===== config.mk =====
export PLATFORM = sky130hd
export DESIGN_NAME = cycle_meas_ctrl
export DESIGN_NICKNAME = d
export VERILOG_FILES = /design/src/rtl/cycle_meas_ctrl.sv
export SDC_FILE = /design/constraint.sdc
export NUM_CORES = 1
export LEC_CHECK = 0
export CAP_MARGIN = 20
export CORE_ASPECT_RATIO = 1.1
export CORE_MARGIN = 4
export CORE_UTILIZATION = 39
export DETAILED_ROUTE_END_ITERATION = 6
export DONT_BUFFER_PORTS = 1
export HOLD_SLACK_MARGIN = 0.15
export PLACE_DENSITY = 0.65
export SYNTH_ARGS = -nofsm -noshare
export SYNTH_HDL_FRONTEND = slang
export SYNTH_SLANG_ARGS = --single-unit

===== constraint.sdc =====
create_clock -name clk -period 2.8 [get_ports clk]
set_input_delay 0.56 -clock clk [delete_from_list [all_inputs] [get_ports clk]]
set_output_delay 0.56 -clock clk [all_outputs]
set_load 0.05 [all_outputs]

===== src/rtl/cycle_meas_ctrl.sv =====
// PicoBlaze-mapped cycle measurement controller: starts/stops an external 8-bit
// counter, captures results into a 4-deep FWFT FIFO and reports sticky status.
module cycle_meas_ctrl #(
  parameter logic [7:0] START_ADDR  = 8'hF0,
  parameter logic [7:0] STOP_ADDR   = 8'hF1,
  parameter logic [7:0] RESULT_ADDR = 8'hF2,
  parameter logic [7:0] STATUS_ADDR = 8'hF3
) (
  input  logic       clk,
  input  logic       reset,
  input  logic [7:0] port_id,
  input  logic       write_strobe,
  input  logic       read_strobe,
  input  logic [7:0] cnt_value,
  output logic       cnt_enable,
  output logic       cnt_clear,
  output logic [7:0] in_port_data,
  output logic       busy
);

  typedef enum logic [1:0] {
    IDLE    = 2'd0,
    CLEAR   = 2'd1,
    RUN     = 2'd2,
    CAPTURE = 2'd3
  } state_t;

  state_t      state_q, state_d;
  logic        cnt_enable_q, cnt_enable_d;
  logic        wrap_q, wrap_d;
  logic        drop_q, drop_d;

  logic [7:0]  mem_q [4];
  logic [1:0]  wr_ptr_q, wr_ptr_d;
  logic [1:0]  rd_ptr_q, rd_ptr_d;
  logic [2:0]  count_q, count_d;

  logic        start_wr, stop_wr, result_rd, status_rd;
  logic        fifo_empty, fifo_full;
  logic        push, pop, push_ok;
  logic        wrap_set, drop_set;

  assign start_wr  = write_strobe && (port_id == START_ADDR);
  assign stop_wr   = write_strobe && (port_id == STOP_ADDR);
  assign result_rd = read_strobe  && (port_id == RESULT_ADDR);
  assign status_rd = read_strobe  && (port_id == STATUS_ADDR);

  assign fifo_empty = (count_q == 3'd0);
  assign fifo_full  = (count_q == 3'd4);

  // The counter advances on negedge, so cnt_value is already frozen in CAPTURE.
  assign push    = (state_q == CAPTURE);
  assign pop     = result_rd && !fifo_empty;
  assign push_ok = push && (!fifo_full || pop);

  assign wrap_set = (state_q == RUN) && cnt_enable_q && (cnt_value == 8'hFF);
  assign drop_set = push && fifo_full && !pop;

  always_comb begin
    state_d = state_q;
    case (state_q)
      IDLE:    if (start_wr) state_d = CLEAR;
      CLEAR:   state_d = RUN;
      RUN:     if (stop_wr) state_d = CAPTURE;
      CAPTURE: state_d = IDLE;
      default: state_d = IDLE;
    endcase
    cnt_enable_d = (state_d == RUN);
  end

  // Set events take priority over the clear-on-status-read.
  always_comb begin
    wrap_d = wrap_q;
    drop_d = drop_q;
    if (status_rd) begin
      wrap_d = 1'b0;
      drop_d = 1'b0;
    end
    if (wrap_set) wrap_d = 1'b1;
    if (drop_set) drop_d = 1'b1;
  end

  always_comb begin
    wr_ptr_d = wr_ptr_q;
    rd_ptr_d = rd_ptr_q;
    count_d  = count_q;
    if (push_ok) wr_ptr_d = wr_ptr_q + 2'd1;
    if (pop)     rd_ptr_d = rd_ptr_q + 2'd1;
    if (push_ok && !pop)      count_d = count_q + 3'd1;
    else if (pop && !push_ok) count_d = count_q - 3'd1;
  end

  always_ff @(posedge clk) begin
    if (reset) begin
      state_q      <= IDLE;
      cnt_enable_q <= 1'b0;
      wrap_q       <= 1'b0;
      drop_q       <= 1'b0;
      wr_ptr_q     <= 2'd0;
      rd_ptr_q     <= 2'd0;
      count_q      <= 3'd0;
    end else begin
      state_q      <= state_d;
      cnt_enable_q <= cnt_enable_d;
      wrap_q       <= wrap_d;
      drop_q       <= drop_d;
      wr_ptr_q     <= wr_ptr_d;
      rd_ptr_q     <= rd_ptr_d;
      count_q      <= count_d;
    end
  end

  always_ff @(posedge clk) begin
    if (!reset && push_ok) mem_q[wr_ptr_q] <= cnt_value;
  end

  always_comb begin
    in_port_data = 8'h00;
    if (port_id == RESULT_ADDR) begin
      if (!fifo_empty) in_port_data = mem_q[rd_ptr_q];
    end else if (port_id == STATUS_ADDR) begin
      in_port_data = {3'b000, wrap_q, drop_q, busy, fifo_full, fifo_empty};
    end
  end

  assign cnt_enable = cnt_enable_q;
  assign cnt_clear  = reset || (state_q == CLEAR);
  assign busy       = (state_q != IDLE);

endmodule


==> impl_metrics.xml, run 1 <==
<?xml version="1.0" encoding="UTF-8"?>
<metrics>
  <group name="synth">
    <metric name="yosys-top-cells-count" unit="">32 x edfxtp_1, 14 x dfxtp_1, 10 x ha_1, 10 x inv_1</metric>
    <metric name="synth_fp_nets" unit="">182</metric>
    <metric name="synth_seq_cells" unit="">46</metric>
    <metric name="netlist_area" unit="um^2">2120</metric>
    <metric name="synth_area_per_cell" unit="um^2">14.1</metric>
    <metric name="yosys-top-cells-area" unit="">edfxtp_1 45%, dfxtp_1 13%, mux4_2 8.5%</metric>
    <metric name="yosys_warnings" unit="">0</metric>
    <metric name="synthCells" unit="">151</metric>
    <metric name="synth.yosys.seq_area_share" unit="%">58.5</metric>
    <metric name="post-synth-top-count-cell" unit="">edfxtp_1</metric>
    <metric name="synth_top_area_share" unit="%">45.3</metric>
    <metric name="synthDominantAreaCellType" unit="">edfxtp_1</metric>
    <metric name="synth_edf_count" unit="">32</metric>
    <metric name="synth-async-reset-ratio" unit="%">0</metric>
    <metric name="synth_cell_types" unit="">40</metric>
    <metric name="synthFlopType" unit="">edfxtp_1</metric>
  </group>
  <group name="clock_tree">
    <metric name="h-tree-depth" unit="">2</metric>
    <metric name="clkTransAtPathRegs" unit="ns">0.09</metric>
    <metric name="cts_num_sinks" unit="">46</metric>
    <metric name="worst_skew_pair.late_latency" unit="ns">0.30</metric>
    <metric name="number_of_gates_resized_after_cts" unit="">0</metric>
    <metric name="postCtsSetupBuffers" unit="">0</metric>
    <metric name="clock-root-buffer" unit="">clkbuf_8</metric>
    <metric name="cts_tree" unit="">yes</metric>
    <metric name="max-clock-path-buffers" unit="">2</metric>
    <metric name="postCtsHoldBufs" unit="">0</metric>
    <metric name="cts-buffers-inserted" unit="">5</metric>
  </group>
  <group name="critical_path">
    <metric name="critical-path-max-stage-delay" unit="ns">0.67</metric>
    <metric name="worst_r2r_startpoint" unit="">count_q[0]</metric>
    <metric name="r2r.worst_path.cells" unit="">9</metric>
    <metric name="crit_path_capture_type" unit="">primary output</metric>
    <metric name="crit_fanout" unit="">8</metric>
    <metric name="r2r_setup_slack" unit="ns">0.42</metric>
    <metric name="crit_buf_inv" unit="">1</metric>
    <metric name="worstPathRequired" unit="ns">2.24</metric>
    <metric name="critical_path_depth" unit="">3</metric>
    <metric name="timing.critical_path.slowest_stage_cell" unit="">dfxtp_1</metric>
    <metric name="worstSetupEndpoint" unit="">in_port_data[4]</metric>
    <metric name="cell_breakdown_of_the_critical_path" unit="">mux4_2, a32o_1, buf_4</metric>
    <metric name="startpoint_type" unit="">flip-flop</metric>
    <metric name="regToRegEndpoint" unit="">count_q[2]</metric>
    <metric name="critical_path.top_delay_family" unit="">flip-flops</metric>
    <metric name="worst-endpoint-arrival" unit="ns">1.99</metric>
    <metric name="timing.setup.critical_path_class" unit="">reg2out</metric>
  </group>
  <group name="floorplan">
    <metric name="die_h" unit="um">85.4</metric>
    <metric name="core.rowCount" unit="">27</metric>
    <metric name="die_width" unit="um">78.3</metric>
    <metric name="num_io_pins" unit="">31</metric>
    <metric name="floorplan.initialDensity" unit="%">41.3</metric>
    <metric name="design.die.area" unit="um^2">6690</metric>
    <metric name="core_region_area" unit="um^2">5130</metric>
  </group>
  <group name="power">
    <metric name="power.leakage" unit="nW">0.805</metric>
    <metric name="finalPower" unit="W">0.00117</metric>
    <metric name="power.density_cell_area" unit="nW/um^2">496</metric>
    <metric name="ir_worst_vdd" unit="mV">0.389</metric>
  </group>
  <group name="global_routing">
    <metric name="grt_pass1_wl" unit="um">6520</metric>
    <metric name="globalRoute.totalOverflow" unit="">0</metric>
    <metric name="grt_pass1_vias" unit="">1306</metric>
    <metric name="antenna_found_initial" unit="">0</metric>
    <metric name="gr-usage-all-layers" unit="%">12.8</metric>
    <metric name="grt_max_degree" unit="">18</metric>
  </group>
  <group name="hold_path">
    <metric name="whs_path_depth" unit="">1</metric>
    <metric name="hold_path_class" unit="">in2reg</metric>
  </group>
  <group name="timing">
    <metric name="timing.clock.skew" unit="ns">0.00611</metric>
    <metric name="fin_hold_ws" unit="ns">0.314</metric>
    <metric name="hold_viol" unit="">0</metric>
    <metric name="final-setup-viol-count" unit="">0</metric>
    <metric name="final_worst_path_period_need" unit="ns">2.55</metric>
    <metric name="final-max-slew-violation-count" unit="">0</metric>
    <metric name="rsz0062_at_grt" unit="">no</metric>
    <metric name="final_cycle_share" unit="%">91.2</metric>
    <metric name="max_slew.worst_pin.slew" unit="ns">0.541</metric>
    <metric name="setup_tns" unit="ns">0</metric>
    <metric name="max_freq" unit="MHz">392</metric>
    <metric name="max-slew-margin-rel" unit="%">63.9</metric>
  </group>
  <group name="drt">
    <metric name="detailroute.wirelength.met3" unit="um">280</metric>
    <metric name="final_antenna_net_count" unit="">0</metric>
    <metric name="wire_per_inst" unit="um">17.1</metric>
    <metric name="vias" unit="">1252</metric>
    <metric name="first_pass_iters" unit="">6</metric>
    <metric name="wl_met1" unit="um">1670</metric>
    <metric name="routed_via_density" unit="">5.31</metric>
    <metric name="detail_route.iter0.violations" unit="">68</metric>
    <metric name="routed-wl-met2" unit="um">2020</metric>
    <metric name="remaining_drc_errors" unit="">0</metric>
    <metric name="top_metal_used" unit="">met4</metric>
    <metric name="postRouteWirelength" unit="um">4030</metric>
  </group>
  <group name="layout">
    <metric name="final.fill_count" unit="">453</metric>
    <metric name="finish.net_count" unit="">194</metric>
    <metric name="area_growth_syn_to_layout" unit="%">11.2</metric>
    <metric name="antenna_cells_inserted" unit="">0</metric>
    <metric name="multiInputGateArea" unit="um^2">826</metric>
    <metric name="layout-drive-gt1-share" unit="%">22.6</metric>
    <metric name="ff_latch_area" unit="um^2">1240</metric>
    <metric name="final_design_area_no_fill" unit="um^2">2360</metric>
  </group>
  <group name="run">
    <metric name="maxCapViolations" unit="">0</metric>
  </group>
  <group name="placement">
    <metric name="detailed_place_hpwl" unit="um">2940</metric>
    <metric name="port_buffers" unit="">0</metric>
    <metric name="place.gp.congestion" unit="">0.811</metric>
    <metric name="post_dp_cell_area" unit="um^2">2260</metric>
  </group>
  <group name="run_status">
    <metric name="outcome" unit="">finished clean</metric>
  </group>
</metrics>
-- layer usage --
| metal | track usage, % | up-vias |
|---|---|---|
| li1 | - | 590 |
| met1 | 15.0 | 618 |
| met2 | 21.8 | 38 |
| met3 | 4.67 | 6 |
| met4 | 4.29 | 0 |
| met5 | 0 | - |
-- kinds of logic after synthesis --
logic type,Yosys count,synth area share [%]
adder cells (fa/ha/maj),11,6.84
buffers and inverters,14,2.59
AO/OA/AOI/OAI,20,6.66
flip-flops,46,58.5
multiplexers,11,10.1
AND/OR/NAND/NOR,47,14.4
XOR/XNOR,2,0.826
-- through the flow --
stage,setup slack (ns),cells,util [%]
detailed placement,0.112,228,44.1
global route,0.0809,236,46.0
CTS,0.168,236,46.0
global placement,0.224,228,44.1
floorplan,-0.00226,151,-
finish,0.246,236,46.0
-- state kept, by name, summed over array words and instances (netlist names), named ones only --
signal,cells
wrap_q,1
state_q,2
count_q,3
rd_ptr_q,2
cnt_enable,1
wr_ptr_q,2
drop_q,1
mem_q,32
-- worst min path at each step --
stage	start	to	slack, ns
floorplan	rd_ptr_q[1]	flip-flop	0.45
global placement	rd_ptr_q[1]	rd_ptr_q[1]	0.47
detailed placement	wrap_q	wrap_q	0.48
CTS	reset	count_q[1]	0.30
global route	reset	count_q[2]	0.30
finish	reset	count_q[1]	0.31
-- area by class of cell --
type | instances | share of cell area [%]
flip-flops and latches | 46 | 52.6
multi-input cells | 91 | 35.0
well taps | 72 | 3.82
clock buffers | 5 | 2.92
repair buffers | 9 | 2.86
inverters | 10 | 1.59
clock inverters | 3 | 1.22
-- power breakdown --
group	total, W	leakage, nW	switching (W)	internal, W
clock	0.000428	0.0506	0.000241	0.000187
sequential	0.000725	0.400	0.000000233	0.000725
combinational	0.0000160	0.355	0.00000990	0.00000609
-- cells in the final DEF, fill, tap and decap left out, types with 2 or more instances in the layout --
| cell type | instances |
|---|---|
| nand3_1 | 5 |
| edfxtp_1 | 32 |
| mux4_2 | 8 |
| nand2_1 | 7 |
| or3_2 | 2 |
| ha_1 | 10 |
| a21oi_1 | 5 |
| o21ai_0 | 2 |
| a31oi_1 | 2 |
| nor3_1 | 3 |
| inv_1 | 10 |
| buf_4 | 9 |
| clkbuf_8 | 5 |
| xor2_1 | 2 |
| nand4_1 | 3 |
| o21ai_1 | 2 |
| nor2_1 | 7 |
| mux2i_1 | 2 |
| nor2b_1 | 2 |
| dfxtp_1 | 14 |
| a32o_1 | 2 |
| and2_1 | 8 |
No activity file was read; power rests on OpenSTA's default activity.
==> run 2: changes to the inputs <==
CTS_CLUSTER_SIZE = 28   (was not set)
==> results of run 2 <==
Same layout as run 1: the final DEF is identical, and so are final timing and power.
==> run 3: changes to the inputs <==
CTS_CLUSTER_SIZE = 30   (was 28)
RECOVER_POWER = 50   (was not set)
REMOVE_ABC_BUFFERS = 1   (was not set)
==> impl_metrics.xml, run 3 (synthesis results as in run 1) <==
<?xml version="1.0" encoding="UTF-8"?>
<metrics>
  <group name="timing">
    <metric name="timing.clock.skew" unit="ns">0.00524</metric>
    <metric name="max-slew-margin-rel" unit="%">63.0</metric>
    <metric name="max_freq" unit="MHz">393</metric>
    <metric name="max_slew.worst_pin.slew" unit="ns">0.554</metric>
    <metric name="final-max-slew-violation-count" unit="">0</metric>
    <metric name="hold_viol" unit="">0</metric>
    <metric name="setup_tns" unit="ns">0</metric>
    <metric name="final-setup-viol-count" unit="">0</metric>
    <metric name="fin_ws" unit="ns">0.253</metric>
    <metric name="rsz0062_at_grt" unit="">no</metric>
    <metric name="final_worst_path_period_need" unit="ns">2.55</metric>
    <metric name="final_cycle_share" unit="%">91.0</metric>
  </group>
  <group name="critical_path">
    <metric name="startpoint_type" unit="">flip-flop</metric>
    <metric name="crit_fanout" unit="">8</metric>
    <metric name="timing.setup.critical_path_class" unit="">reg2out</metric>
    <metric name="worstPathRequired" unit="ns">2.24</metric>
    <metric name="worst-endpoint-arrival" unit="ns">1.99</metric>
    <metric name="crit_path_capture_type" unit="">primary output</metric>
  </group>
  <group name="clock_tree">
    <metric name="clock-root-buffer" unit="">clkbuf_8</metric>
    <metric name="h-tree-depth" unit="">2</metric>
    <metric name="max-clock-path-buffers" unit="">2</metric>
    <metric name="cts_num_sinks" unit="">46</metric>
    <metric name="worst_skew_pair.late_latency" unit="ns">0.29</metric>
    <metric name="number_of_gates_resized_after_cts" unit="">0</metric>
    <metric name="postCtsSetupBuffers" unit="">0</metric>
    <metric name="clkTransAtPathRegs" unit="ns">0.08</metric>
    <metric name="cts-buffers-inserted" unit="">5</metric>
    <metric name="cts_tree" unit="">yes</metric>
    <metric name="postCtsHoldBufs" unit="">0</metric>
  </group>
  <group name="power">
    <metric name="ir_worst_vdd" unit="mV">0.259</metric>
    <metric name="power.density_cell_area" unit="nW/um^2">485</metric>
    <metric name="power.leakage" unit="nW">0.781</metric>
    <metric name="finalPower" unit="W">0.00112</metric>
  </group>
  <group name="layout">
    <metric name="area_growth_syn_to_layout" unit="%">8.55</metric>
    <metric name="reg.largest.list" unit="">mem_q (32), count_q (3)</metric>
    <metric name="final.fill_count" unit="">508</metric>
    <metric name="layout-drive-gt1-share" unit="%">18.9</metric>
    <metric name="layout_commonest_cell" unit="">edfxtp_1</metric>
    <metric name="finish.net_count" unit="">194</metric>
    <metric name="antenna_cells_inserted" unit="">0</metric>
    <metric name="largest_register_ff_count" unit="">32</metric>
    <metric name="mostFrequentLayoutCells" unit="">32 x edfxtp_1, 14 x dfxtp_1, 10 x inv_1, 10 x ha_1, 9 x buf_4</metric>
    <metric name="finalCoreUtilization" unit="%">44.9</metric>
    <metric name="most_flop_heavy_register" unit="">mem_q</metric>
  </group>
  <group name="placement">
    <metric name="dp_worst_setup_slack" unit="ns">0.140</metric>
    <metric name="port_buffers" unit="">0</metric>
    <metric name="detailed_place_hpwl" unit="um">3100</metric>
    <metric name="place.gp.congestion" unit="">0.775</metric>
  </group>
  <group name="global_routing">
    <metric name="grt_pass1_wl" unit="um">6820</metric>
    <metric name="antenna_found_initial" unit="">0</metric>
    <metric name="gr-usage-all-layers" unit="%">13.5</metric>
    <metric name="grt_pass1_vias" unit="">1362</metric>
    <metric name="grt_max_degree" unit="">15</metric>
    <metric name="globalRoute.totalOverflow" unit="">0</metric>
  </group>
  <group name="floorplan">
    <metric name="design.die.area" unit="um^2">6690</metric>
    <metric name="die_width" unit="um">78.3</metric>
    <metric name="core_region_area" unit="um^2">5130</metric>
    <metric name="num_io_pins" unit="">31</metric>
    <metric name="floorplan.initialDensity" unit="%">41.3</metric>
    <metric name="die_h" unit="um">85.4</metric>
    <metric name="core.rowCount" unit="">27</metric>
  </group>
  <group name="run">
    <metric name="maxCapViolations" unit="">0</metric>
  </group>
  <group name="drt">
    <metric name="routed_via_density" unit="">5.34</metric>
    <metric name="detail_route.iter0.violations" unit="">53</metric>
    <metric name="first_pass_iters" unit="">4</metric>
    <metric name="wire_per_inst" unit="um">17.4</metric>
    <metric name="vias" unit="">1260</metric>
    <metric name="postRouteWirelength" unit="um">4110</metric>
    <metric name="remaining_drc_errors" unit="">0</metric>
    <metric name="final_antenna_net_count" unit="">0</metric>
  </group>
  <group name="run_status">
    <metric name="outcome" unit="">finished clean</metric>
  </group>
  <group name="hold_path">
    <metric name="hold_path_class" unit="">in2reg</metric>
  </group>
</metrics>
==> run 3: power breakdown <==
| part | switching (W) | internal [W] | total, W |
|---|---|---|---|
| registers | 0.000000229 | 0.000725 | 0.000725 |
| logic | 0.00000911 | 0.00000468 | 0.0000138 |
| clock network | 0.000208 | 0.000171 | 0.000379 |
==> run 3: routing by layer <==
layer / wire length [um] / share of wire [%] / up-vias / GRT usage, %
li1: - / - / 589 / -
met2: 2310 / 56 / 29 / 25.0
met4: 56 / 1.4 / 0 / 4.29
met3: 185 / 4.5 / 7 / 3.72
met1: 1550 / 38 / 635 / 14.9
met5: 0 / 0 / - / 0
==> run 3: cell type report <==
| class | instances | area, um^2 | area share, % |
|---|---|---|---|
| Sequential cell | 46 | 1240 | 53.9 |
| Multi-Input combinational cell | 91 | 782 | 33.9 |
| Inverter | 10 | 37.5 | 1.63 |
| Tap cell | 72 | 90.1 | 3.91 |
| Timing Repair Buffer | 9 | 67.6 | 2.93 |
| Clock inverter | 3 | 16.3 | 0.706 |
| Clock buffer | 5 | 68.8 | 2.99 |
==> run 3: worst max-delay path, stage by stage (launching register included) <==
cell and delay [ns]:
dfxtp_1 0.67, mux4_2 0.61, a32o_1 0.23, buf_4 0.19
==> run 3: final timing paths <==
| kind | start | to | slack (ns) | depth (start not counted) |
|---|---|---|---|---|
| max | flip-flop | in_port_data[3] | 0.25 | 3 |
| min | reset | rd_ptr_q[0] | 0.33 | 1 |
| max reg2reg | count_q[0] | count_q[2] | 0.28 | 9 |
| min reg2reg | rd_ptr_q[1] | flip-flop | 0.50 | 2 |
==> run 3: per-stage QoR <==
stage               hold slack (ns)  instance area (um^2)  cells
CTS                           0.322                  2350    236
finish                        0.335                  2300    236
global placement              0.463                  2260    228
detailed placement            0.483                  2260    228
floorplan                     0.447                  2100    147
global route                  0.313                  2300    236
